--- config.mk ---
export PLATFORM = sky130hd
export DESIGN_NAME = seq_detector_prog_flat
export DESIGN_NICKNAME = d
export VERILOG_FILES = /design/src/rtl/seq_detector_prog_if.sv /design/src/rtl/seq_detector_prog.sv /design/src/flat_wrapper.sv
export SDC_FILE = /design/constraint.sdc
export NUM_CORES = 1
export LEC_CHECK = 0
export ABC_AREA = 1
export CAP_MARGIN = 20
export CORE_UTILIZATION = 48
export DETAILED_ROUTE_END_ITERATION = 16
export GPL_TIMING_DRIVEN = 0
export PLACE_DENSITY = 0.78
export SLEW_MARGIN = 10
export SYNTH_ARGS = -nofsm -noshare
export SYNTH_HDL_FRONTEND = slang
export SYNTH_SLANG_ARGS = --single-unit
--- constraint.sdc ---
create_clock -name clk -period 1.85 [get_ports clk]
set_input_delay 0.37 -clock clk [delete_from_list [all_inputs] [get_ports clk]]
set_output_delay 0.37 -clock clk [all_outputs]
set_load 0.005 [all_outputs]
--- src/rtl/seq_detector_prog_if.sv ---
// Bundles the serial input, the control strobes and the status outputs of seq_detector_prog.
// in_valid is a qualifier: in is consumed on any rising edge with in_valid=1 and load=0.
// There is no ready signal, so the detector never back-pressures.
interface seq_detector_prog_if #(
  parameter int N     = 4,
  parameter int CNT_W = 8
);
  logic                     in;
  logic                     in_valid;
  logic                     overlap;
  logic                     load;
  logic [N-1:0]             load_pattern;
  logic                     clear_count;
  logic                     q;
  logic [CNT_W-1:0]         match_count;
  logic [$clog2(N+1)-1:0]   fill;
  logic                     cnt_sat;
  logic [N-1:0]             dbg_pat;

  modport master (
    output in, in_valid, overlap, load, load_pattern, clear_count,
    input  q, match_count, fill, cnt_sat, dbg_pat
  );

  modport slave (
    input  in, in_valid, overlap, load, load_pattern, clear_count,
    output q, match_count, fill, cnt_sat, dbg_pat
  );
endinterface

--- src/rtl/seq_detector_prog.sv ---
// Programmable N-bit serial pattern detector with a registered match pulse.
// It supports overlap and non-overlap modes and keeps a saturating match counter.
module seq_detector_prog #(
  parameter int           N       = 4,
  parameter logic [N-1:0] PATTERN = 4'b1001,
  parameter int           CNT_W   = 8
) (
  input  logic                clk,
  input  logic                reset,
  seq_detector_prog_if.slave  bus
);
  localparam int             FW        = $clog2(N+1);
  localparam logic [FW-1:0]  FILL_FULL = FW'(N);
  localparam logic [CNT_W-1:0] CNT_MAX = '1;

  logic [N-1:0]     r_hist;
  logic [FW-1:0]    r_fill;
  logic [N-1:0]     r_pat;
  logic [CNT_W-1:0] r_cnt;
  logic             r_sat;
  logic             r_q;

  logic             w_bit;
  logic [N-1:0]     w_hist_n;
  logic [FW-1:0]    w_fill_n;
  logic             w_match;

  assign w_bit    = bus.in_valid && !bus.load;
  assign w_hist_n = {r_hist[N-2:0], bus.in};
  assign w_fill_n = (r_fill == FILL_FULL) ? FILL_FULL : r_fill + 1'b1;
  // The fill gate stops stale zeros after reset or load from matching an all-zero pattern.
  assign w_match  = w_bit && (w_fill_n == FILL_FULL) && (w_hist_n == r_pat);

  always_ff @(posedge clk) begin
    if (reset) begin
      r_pat  <= PATTERN;
      r_hist <= '0;
      r_fill <= '0;
      r_q    <= 1'b0;
      r_cnt  <= '0;
      r_sat  <= 1'b0;
    end else begin
      r_q <= 1'b0;
      if (bus.load) begin
        r_pat  <= bus.load_pattern;
        r_hist <= '0;
        r_fill <= '0;
      end else if (bus.in_valid) begin
        r_hist <= w_hist_n;
        if (w_match) begin
          r_q    <= 1'b1;
          r_fill <= bus.overlap ? FILL_FULL : '0;
        end else begin
          r_fill <= w_fill_n;
        end
      end

      // Clear beats a same-cycle increment; q above still pulses.
      if (bus.clear_count) begin
        r_cnt <= '0;
        r_sat <= 1'b0;
      end else if (w_match && (r_cnt != CNT_MAX)) begin
        r_cnt <= r_cnt + 1'b1;
        if (r_cnt == CNT_MAX - 1'b1) r_sat <= 1'b1;
      end
    end
  end

  assign bus.q           = r_q;
  assign bus.match_count = r_cnt;
  assign bus.fill        = r_fill;
  assign bus.cnt_sat     = r_sat;
  assign bus.dbg_pat     = r_pat;
endmodule
--- src/flat_wrapper.sv ---
// flat-port wrapper written by rule: the top's interface ports become plain ports
module seq_detector_prog_flat 
#(
  parameter int           N       = 4,
  parameter logic [N-1:0] PATTERN = 4'b1001,
  parameter int           CNT_W   = 8
)
  (clk, reset, bus_in, bus_in_valid, bus_overlap, bus_load, bus_load_pattern, bus_clear_count, bus_q, bus_match_count, bus_fill, bus_cnt_sat, bus_dbg_pat);
  seq_detector_prog_if #(.N(N), .CNT_W(CNT_W)) bus_i ();
  input  logic clk;
  input  logic reset;
  input wire logic [$bits(bus_i.in)-1:0] bus_in;
  input wire logic [$bits(bus_i.in_valid)-1:0] bus_in_valid;
  input wire logic [$bits(bus_i.overlap)-1:0] bus_overlap;
  input wire logic [$bits(bus_i.load)-1:0] bus_load;
  input wire logic [$bits(bus_i.load_pattern)-1:0] bus_load_pattern;
  input wire logic [$bits(bus_i.clear_count)-1:0] bus_clear_count;
  output wire logic [$bits(bus_i.q)-1:0] bus_q;
  output wire logic [$bits(bus_i.match_count)-1:0] bus_match_count;
  output wire logic [$bits(bus_i.fill)-1:0] bus_fill;
  output wire logic [$bits(bus_i.cnt_sat)-1:0] bus_cnt_sat;
  output wire logic [$bits(bus_i.dbg_pat)-1:0] bus_dbg_pat;
  assign bus_i.in = bus_in;
  assign bus_i.in_valid = bus_in_valid;
  assign bus_i.overlap = bus_overlap;
  assign bus_i.load = bus_load;
  assign bus_i.load_pattern = bus_load_pattern;
  assign bus_i.clear_count = bus_clear_count;
  assign bus_q = bus_i.q;
  assign bus_match_count = bus_i.match_count;
  assign bus_fill = bus_i.fill;
  assign bus_cnt_sat = bus_i.cnt_sat;
  assign bus_dbg_pat = bus_i.dbg_pat;
  seq_detector_prog #(.N(N), .PATTERN(PATTERN), .CNT_W(CNT_W)) u_core (.clk(clk), .reset(reset), .bus(bus_i));
endmodule
==> results.md, run 1 <==
- Worst Path Required: 1.48 ns
- Fin crit period: 1.71 ns
- Number of global-route vias before repair: 1,053
- Flop pwr share: 0.490
- Synth warn: 0
- Synth Flop Type: dfxtp_1
- Post-synth top area cell: dfxtp_1
- Most frequent cells after synthesis: 44 x nand2_1, 23 x inv_1, 20 x dfxtp_1
- CP peak stage delay: 0.55 ns
- Worst setup margin: 0.137 ns
- CTS tree: yes
- Syn_nets: 180
- Largest net degree at the start of global routing: 13
- GRT Overall Usage: 0.226
- Final Max Slew Viols: 0
- RSZ-0062 raised after global routing: false
- Die X: 50.0 um
- Register area share after synthesis: 0.362
- ANT nets after route: 0
- RD Place Congestion: 0.806
- TritonCTS Buffers: 3
- WHS: 0.457 ns
- # H-tree levels: 1
- Die area: 2500 um2
- Fin area: 1470 um2
- Diode count: 0
- Std cell rows: 17
- Arr. time, crit path: 1.34 ns
- Clock Skew: 0.00422 ns
- Initial drt markers: 26
- Hold Path Class: flip-flop to flip-flop
- Final net count: 212
- # DRC: 0
- Remaining global-route overflow: 0
- First-pass GRT wire length: 4.31 mm
- Yosys top cell area share: 0.362
- PortBufs: 27
- Post-Syn Area per Cell: 6.70 um2
- Max-slew headroom: 0.745
- Number of synthesized register bits: 20
- Root Driver: clkbuf_4
- Sw power: 0.205 mW
- Final setup violation count: 0
- Initial Util: 0.505
- Critical Path Sink Type: output port
- CP startpoint kind: flip-flop
- Asr flop ratio synth: 0
- Post-CTS Repair Setup Buffers: 0
- Worst Path Max Fanout: 8
- Most frequent cell after synthesis: nand2_1
- Fmax: 0.584 GHz
- Cells along the critical path: clkdlybuf4s50_1
- Post-synth EDFFs: 0
- Worst-skew pair later-pin latency: 0.31 ns
- Fin util: 0.669
- Dpl ws: -0.0836 ns
- Netlist cell types: 25
- Non-Filler Instances: 224
- Buffers and inverters on the worst path: 1
- Top post-synthesis cells by area: dfxtp_1 36%, nand2_1 15%, inv_1 7.8%
- Reg2reg start: u_core.bus.fill[0]
- Synth-to-layout area growth: 32.5%
- Core Footprint: 2190 um2
- Setup TNS: 0 ns
- Slowest CP cell: clkdlybuf4s50_1
- Final hold vios: 0
- Share of cells above drive strength 1: 0.0867
- Hold Path Sink: u_core.bus.cnt_sat
- Power after layout: 0.920 mW
- Post-DR vias/cell: 5.07
- Placed Area: 1410 um2
- Worst slew pin tran: 0.383 ns
- DP Cell Count: 220
- FF-to-FF path depth: 8
- Via count: 1,136
- Fin crit share: 0.926
- Leak: 0.600 nW
- Logic pwr share: 0.115
- CP Class: flip-flop to output port
- Worst-path clk slew: 0.12 ns
- CTS max path bufs: 2
- P_int: 0.714 mW
- Fill cells: 195
- Mapped Cells: 165
- HP Start: u_core.bus.cnt_sat
- Routed WL: 2.45 mm
- Mapped Area: 1110 um2
- Post-CTS Hold Fix Bufs: 0
- Worst R2R End: u_core.bus.match_count[4]
- Maximum VDD drop: 0.418 mV
- DP Wirelength: 1.86 mm
- Die Span Y: 50.0 um
- # clock sinks: 20
- Detailed Routing Iterations Pass 1: 4
- Io pins: 28
- Post-CTS Resized: 0
- Sw Share: 0.223
- Initial antenna violation count: 0
- DR WL/cell: 10.9 um
- Clk pwr share: 0.395
- Cell Pwr Density: 628 nW/um2
- Max Cap Violations: 0
- Hold path depth: 2
- R2R Setup Slk: 0.16 ns
- Kind of cell adding the most delay to the critical path: buffers and inverters
- Status: completed
[state kept, by name (all words and copies together), names as in the netlist]
signal / count
u_core.bus.cnt_sat: 1
u_core.bus.fill: 3
u_core.bus.match_count: 8
u_core.bus.q: 1
u_core.bus.dbg_pat: 4
u_core.r_hist: 3
[cells in the final DEF, fill, tap and decap left out]
cell type / count
dfxtp_2: 1
clkdlybuf4s50_1: 27
nor3b_1: 1
nand4_1: 2
nor2_4: 1
clkinv_1: 1
o21bai_1: 1
nor2_1: 10
o21ai_2: 1
nand3_2: 2
nand2_2: 2
o21ai_0: 9
ha_1: 4
inv_2: 3
buf_6: 1
xor2_1: 2
nand3_1: 15
a21oi_1: 16
nand3b_1: 2
inv_1: 23
nor2_2: 1
nor3_1: 1
buf_2: 1
o21a_1: 1
bufinv_16: 1
nand2_1: 44
dfxtp_1: 19
clkbuf_4: 3
clkbuf_1: 1
[kinds of logic (layout without fill, tap and decap cells)]
kind of cell / after synthesis / count (layout) / synth area share
compound gates: 28 / 28 / 0.135
flops: 20 / 20 / 0.362
xor+xnor: 2 / 2 / 0.0158
simple gates: 81 / 81 / 0.333
buf+inv: 30 / 61 / 0.110
fa+ha+maj: 4 / 4 / 0.0453
[final cells by class]
type,count,area (um2),share of cell area
Multi-Input combinational cell,115,584,0.399
Buffer,3,20.0,0.0137
Timing Repair Buffer,27,270,0.184
Sequential cell,20,402,0.274
Tap cell,28,35.0,0.0239
Inverter,27,101,0.0692
Clock buffer,3,22.5,0.0154
Clock inverter,1,30.0,0.0205
[power by group through the flow]
stage | Clock (mW) | Sequential [mW] | Combinational (mW)
after CTS | 0.369 | 0.450 | 0.106
after floorplan | 0 | 0.459 | 0.0534
after global placement | 0 | 0.459 | 0.104
after global routing | 0.385 | 0.452 | 0.120
after detailed placement | 0 | 0.460 | 0.106
final | 0.363 | 0.451 | 0.106
[layer usage]
layer | up-vias | global-route usage | routed length [um]
li1 | 585 | - | -
met1 | 517 | 0.258 | 1090
met2 | 29 | 0.400 | 1240
met3 | 5 | 0.0370 | 74
met4 | 0 | 0.110 | 48
met5 | - | 0 | 0
[worst max path at each step]
stage               slack (ns)                       from  cells after the start                   endpoint
finish                    0.14  u_core.bus.match_count[5]                      1         bus_match_count[5]
global route              0.02         u_core.bus.fill[0]                      8  u_core.bus.match_count[4]
CTS                       0.10         u_core.bus.fill[0]                      8  u_core.bus.match_count[5]
detailed placement       -0.08                   bus_load                      7  u_core.bus.match_count[4]
global placement        -0.003                   bus_load                      7  u_core.bus.match_count[6]
floorplan                 0.30         u_core.bus.fill[0]                      9  u_core.bus.match_count[1]
No activity file was read; power rests on OpenSTA's default activity.
==> run 2, diff against run 1 <==
--- a/config.mk
+++ b/config.mk
@@ -7,6 +7,7 @@
 export LEC_CHECK = 0
 export ABC_AREA = 1
 export CAP_MARGIN = 20
+export CORE_MARGIN = 4
 export CORE_UTILIZATION = 48
 export DETAILED_ROUTE_END_ITERATION = 16
 export GPL_TIMING_DRIVEN = 0
==> results.md, run 2 (synthesis gave the netlist of run 1 again) <==
- Worst Path Required: 2.04 ns (was 1.48 ns)
- Max Cap Violations: 0 (unchanged)
- Post-CTS Repair Setup Buffers: 0 (unchanged)
- Worst-path clk slew: 0.13 ns (was 0.12 ns)
- TritonCTS Buffers: 3 (unchanged)
- Io pins: 28 (unchanged)
- Remaining global-route overflow: 0 (unchanged)
- CP Class: flip-flop to flip-flop (was flip-flop to output port)
- Power after layout: 0.919 mW (was 0.920 mW)
- Via count: 1,129 (was 1,136)
- Worst-skew pair later-pin latency: 0.30 ns (was 0.31 ns)
- Routed WL: 2.41 mm (was 2.45 mm)
- Largest net degree at the start of global routing: 13 (unchanged)
- Maximum VDD drop: 0.467 mV (was 0.418 mV)
- Cells along the critical path: inv_1 > ha_1 > o21ai_2 > nand3_2 > nor2_4 > nand2_1 > nand2_1 > a21oi_1 (was clkdlybuf4s50_1)
- Diode count: 0 (unchanged)
- Critical Path Sink Type: flip-flop (was output port)
- DP Cell Count: 220 (unchanged)
- Crit path top cell by count: nand2_1
- # DRC: 0 (unchanged)
- Number of global-route vias before repair: 1,087 (was 1,053)
- Initial Util: 0.500 (was 0.505)
- Initial antenna violation count: 0 (unchanged)
- DR WL/cell: 10.8 um (was 10.9 um)
- Arr. time, crit path: 1.88 ns (was 1.34 ns)
- Worst Path Max Fanout: 6 (was 8)
- DP Wirelength: 1.85 mm (was 1.86 mm)
- Die area: 3140 um2 (was 2500 um2)
- Non-Filler Instances: 224 (unchanged)
- Fin area: 1470 um2 (unchanged)
- Worst slew pin tran: 0.366 ns (was 0.383 ns)
- Cell Pwr Density: 627 nW/um2 (was 628 nW/um2)
- Commonest non-fill, non-tap cell in the layout: nand2_1 (unchanged)
- Commonest non-fill, non-tap cells in the layout: 44 x nand2_1, 27 x clkdlybuf4s50_1, 23 x inv_1 (unchanged)
- Root Driver: clkbuf_4 (unchanged)
- RSZ-0062 raised after global routing: false (unchanged)
- CP startpoint kind: flip-flop (unchanged)
- Initial drt markers: 12 (was 26)
- First-pass GRT wire length: 4.22 mm (was 4.31 mm)
- Synth-to-layout area growth: 32.5% (unchanged)
- CTS max path bufs: 2 (unchanged)
- Core Footprint: 2210 um2 (was 2190 um2)
- Leak: 0.599 nW (was 0.600 nW)
- Clock Skew: 0.00990 ns (was 0.00422 ns)
- Fin crit share: 0.916 (was 0.926)
- Post-DR vias/cell: 5.04 (was 5.07)
- Largest register FFs: 8 (unchanged)
- Fmax: 0.590 GHz (was 0.584 GHz)
- GRT Overall Usage: 0.162 (was 0.226)
- Final net count: 212 (unchanged)
- # clock sinks: 20 (unchanged)
- Kind of cell adding the most delay to the critical path: simple AND/OR/NAND/NOR gates (was buffers and inverters)
- Placed Area: 1410 um2 (unchanged)
- Die Span Y: 56.0 um (was 50.0 um)
- Slowest CP cell: dfxtp_2 (was clkdlybuf4s50_1)
- Buffers and inverters on the worst path: 1 (unchanged)
- Final hold vios: 0 (unchanged)
- PortBufs: 27 (unchanged)
- CTS tree: yes (unchanged)
- Final Max Slew Viols: 0 (unchanged)
- CP peak stage delay: 0.36 ns (was 0.55 ns)
- Share of cells above drive strength 1: 0.0867 (unchanged)
- Final setup violation count: 0 (unchanged)
- Fin util: 0.662 (was 0.669)
- Fin crit period: 1.69 ns (was 1.71 ns)
- # H-tree levels: 1 (unchanged)
- Die X: 56.0 um (was 50.0 um)
- Max-slew headroom: 0.755 (was 0.745)
- ANT nets after route: 0 (unchanged)
- Status: completed (unchanged)
- WHS: 0.457 ns (about the same)
- Std cell rows: 17 (unchanged)
- RD Place Congestion: 0.820 (was 0.806)
- Detailed Routing Iterations Pass 1: 4 (unchanged)
- Hold Path Class: flip-flop to flip-flop (unchanged)
## run 2: cell counts in the layout (fill, tap and decap cells not counted)
No cell type changed its count.
## run 2: per-stage QoR
step / TNS (ns) / setup WS (ns)
6_report: 0 / 0.156
5_1_grt: 0 / 0.0418
4_1_cts: 0 / 0.118
3_5_place_dp: -0.193 / -0.0399
3_3_place_gp: -0.0349 / -0.0100
2_1_floorplan: 0 / 0.300
## run 2: cell type report
type | instances | area, um2
Sequential cell | 20 | 402
Fill cell | 207 | 747
Clock inverter | 1 | 30.0
Tap cell | 28 | 35.0
Inverter | 27 | 101
Timing Repair Buffer | 27 | 270
Buffer | 3 | 20.0
Clock buffer | 3 | 22.5
Multi-Input combinational cell | 115 | 584
## run 2: path summary, 6_finish.rpt
path	endpoint	slack, ns	depth (start not counted)	start
worst min register to register	u_core.bus.cnt_sat	0.46	2	u_core.bus.cnt_sat
worst min-delay path	u_core.bus.cnt_sat	0.46	2	u_core.bus.cnt_sat
worst max-delay path	u_core.bus.match_count[6]	0.16	8	u_core.bus.fill[0]
worst max register to register	u_core.bus.match_count[6]	0.16	8	u_core.bus.fill[0]
## run 2: timing repair
action	CTS	global route
setup endpoints to repair	0	1
resized for setup	0	1
hold buffers	0	0
hold endpoints to repair	0	0
## run 2: routing by layer
layer | vias to the layer above | track usage | wire, um
met1 | 511 | 0.190 | 1020
li1 | 591 | - | -
met3 | 2 | 0.0278 | 133
met2 | 25 | 0.292 | 1240
met5 | - | 0 | 0
met4 | 0 | 0.0610 | 16
## run 2: report_power, final
group	switching (mW)	total, mW	leakage, nW	internal, mW
sequential	0.00869	0.450	0.163	0.442
combinational	0.0523	0.106	0.408	0.0537
clock	0.143	0.362	0.0279	0.219
total	0.204	0.919	0.599	0.714
## run 2: tightest hold or removal path, stage by stage (launching register included)
cell and delay (ns):
dfxtp_1 0.33, inv_1 0.04, a21oi_1 0.05
==> run 3, diff against run 2 <==
--- a/config.mk
+++ b/config.mk
@@ -7,11 +7,12 @@
 export LEC_CHECK = 0
 export ABC_AREA = 1
 export CAP_MARGIN = 20
-export CORE_MARGIN = 4
+export CORE_MARGIN = 5
 export CORE_UTILIZATION = 48
 export DETAILED_ROUTE_END_ITERATION = 16
 export GPL_TIMING_DRIVEN = 0
 export PLACE_DENSITY = 0.78
+export SKIP_CTS_REPAIR_TIMING = 1
 export SLEW_MARGIN = 10
 export SYNTH_ARGS = -nofsm -noshare
 export SYNTH_HDL_FRONTEND = slang
==> results.md, run 3 (synthesis gave the netlist of run 1 again) <==
- Fin crit period: 1.70 ns (was 1.69 ns)
- CP peak stage delay: 0.55 ns (was 0.36 ns)
- Post-DR vias/cell: 5.04 (about the same)
- # DRC: 0 (unchanged)
- CTS tree: yes (unchanged)
- Status: completed (unchanged)
- Std cell rows: 17 (unchanged)
- RD Place Congestion: 0.814 (was 0.820)
- Initial Util: 0.500 (unchanged)
- Worst R2R End: u_core.bus.match_count[3] (was u_core.bus.match_count[6])
- TritonCTS Buffers: 3 (unchanged)
- Routed WL: 2.59 mm (was 2.41 mm)
- CP startpoint kind: flip-flop (unchanged)
- Initial drt markers: 25 (was 12)
- ANT nets after route: 0 (unchanged)
- Initial antenna violation count: 0 (unchanged)
- WHS: 0.482 ns (was 0.457 ns)
- DR WL/cell: 11.6 um (was 10.8 um)
- PortBufs: 27 (unchanged)
- # H-tree levels: 1 (unchanged)
- Kind of cell adding the most delay to the critical path: buffers and inverters (was simple AND/OR/NAND/NOR gates)
- Remaining global-route overflow: 0 (unchanged)
- Die area: 3360 um2 (was 3140 um2)
- Clock Skew: 0.00379 ns (was 0.00990 ns)
- Origin of the worst setup path: u_core.bus.match_count[5] (was u_core.bus.fill[0])
- CTS max path bufs: 2 (unchanged)
- Hold Path Class: flip-flop to flip-flop (unchanged)
- HP Start: u_core.bus.cnt_sat (unchanged)
- Dpl ws: -0.0641 ns (was -0.0399 ns)
- Hold path depth: 2 (unchanged)
- GRT Overall Usage: 0.163 (was 0.162)
- Fmax: 0.590 GHz (about the same)
- Worst-path clk slew: 0.12 ns (was 0.13 ns)
- Io pins: 28 (unchanged)
- Final setup violation count: 0 (unchanged)
- DP Wirelength: 1.96 mm (was 1.85 mm)
- Cell Pwr Density: 626 nW/um2 (was 627 nW/um2)
- Detailed Routing Iterations Pass 1: 4 (unchanged)
- Maximum VDD drop: 0.419 mV (was 0.467 mV)
- FF-to-FF path depth: 8 (unchanged)
- Max-slew headroom: 0.739 (was 0.755)
- # clock sinks: 20 (unchanged)
- Diode count: 0 (unchanged)
- Core Footprint: 2210 um2 (unchanged)
- Final Max Slew Viols: 0 (unchanged)
- Fill cells: 209 (was 207)
- Hold Path Sink: u_core.bus.cnt_sat (unchanged)
- First-pass GRT wire length: 4.30 mm (was 4.22 mm)
- Slowest CP cell: clkdlybuf4s50_1 (was dfxtp_2)
- Cells along the critical path: clkdlybuf4s50_1 (was inv_1 > ha_1 > o21ai_2 > nand3_2 > nor2_4 > nand2_1 > nand2_1 > a21oi_1)
- Worst setup margin: 0.155 ns (was 0.156 ns)
- Die X: 58.0 um (was 56.0 um)
- CP Class: flip-flop to output port (was flip-flop to flip-flop)
- Worst Path Max Fanout: 8 (was 6)
- RSZ-0062 raised after global routing: false (unchanged)
- Synth-to-layout area growth: 32.7% (was 32.5%)
- Via count: 1,128 (was 1,129)
- Final net count: 212 (unchanged)
- Largest register FFs: 8 (unchanged)
- Fin crit share: 0.916 (about the same)
- Arr. time, crit path: 1.33 ns (was 1.88 ns)
- Worst-skew pair later-pin latency: 0.31 ns (was 0.30 ns)
- Number of global-route vias before repair: 1,054 (was 1,087)
- Commonest non-fill, non-tap cell in the layout: nand2_1 (unchanged)
- Leak: 0.600 nW (was 0.599 nW)
- Final hold vios: 0 (unchanged)
- Reg2reg start: u_core.bus.fill[0] (unchanged)
- Worst slew pin tran: 0.391 ns (was 0.366 ns)
- Share of cells above drive strength 1: 0.0918 (was 0.0867)
- Setup TNS: 0 ns (unchanged)
- Buffers and inverters on the worst path: 1 (unchanged)
- R2R Setup Slk: 0.17 ns (was 0.16 ns)
- Root Driver: clkbuf_4 (unchanged)
- Die Span Y: 58.0 um (was 56.0 um)
- Max Cap Violations: 0 (unchanged)
- Worst Path Required: 1.48 ns (was 2.04 ns)
- Critical Path Sink Type: output port (was flip-flop)
- Commonest non-fill, non-tap cells in the layout: 43 x nand2_1, 27 x clkdlybuf4s50_1, 23 x inv_1 (was 44 x nand2_1, 27 x clkdlybuf4s50_1, 23 x inv_1)
- Largest net degree at the start of global routing: 13 (unchanged)
run 3: cell counts in the layout (fill, tap and decap cells not counted):
Identical to the previous run, type by type.
run 3: metrics by stage:
stage,area [um2],instances,power [mW],util
after global routing,1470,224,0.965,0.663
after global placement,1410,220,0.563,0.638
after CTS,1460,224,0.932,0.662
final,1470,224,0.919,0.663
after detailed placement,1410,220,0.566,0.638
after floorplan,1110,165,0.513,-
run 3: how the worst max path moves through the flow:
stage	to	slack, ns	cells after the start
floorplan	u_core.bus.match_count[1]	0.30	9
global placement	u_core.bus.match_count[0]	-0.02	7
detailed placement	u_core.bus.match_count[6]	-0.06	7
CTS	u_core.bus.match_count[6]	0.11	8
global route	u_core.bus.match_count[6]	0.04	8
finish	bus_match_count[5]	0.15	1
run 3: report_power, final:
part           internal, mW  leakage [nW]  total, mW  switching, mW
Clock                 0.219        0.0279      0.363          0.144
Sequential            0.442         0.163      0.450        0.00868
Combinational        0.0536         0.409      0.106         0.0521
run 3: layout make-up:
class                      count  area, um2  area share
buffer                         3       20.0      0.0136
clock buffer                   3       22.5      0.0153
clock inverter                 1       30.0      0.0205
inverter                      27        101      0.0691
multi-input combinational    115        587       0.400
sequential                    20        402       0.274
tap                           28       35.0      0.0239
timing repair buffer          27        270       0.184
run 3: routing by layer:
layer | track usage | vias up | wire, um
li1 | - | 587 | -
met1 | 0.173 | 489 | 1040
met2 | 0.303 | 46 | 1320
met3 | 0.0290 | 6 | 171
met4 | 0.0795 | 0 | 55
met5 | 0 | - | 0
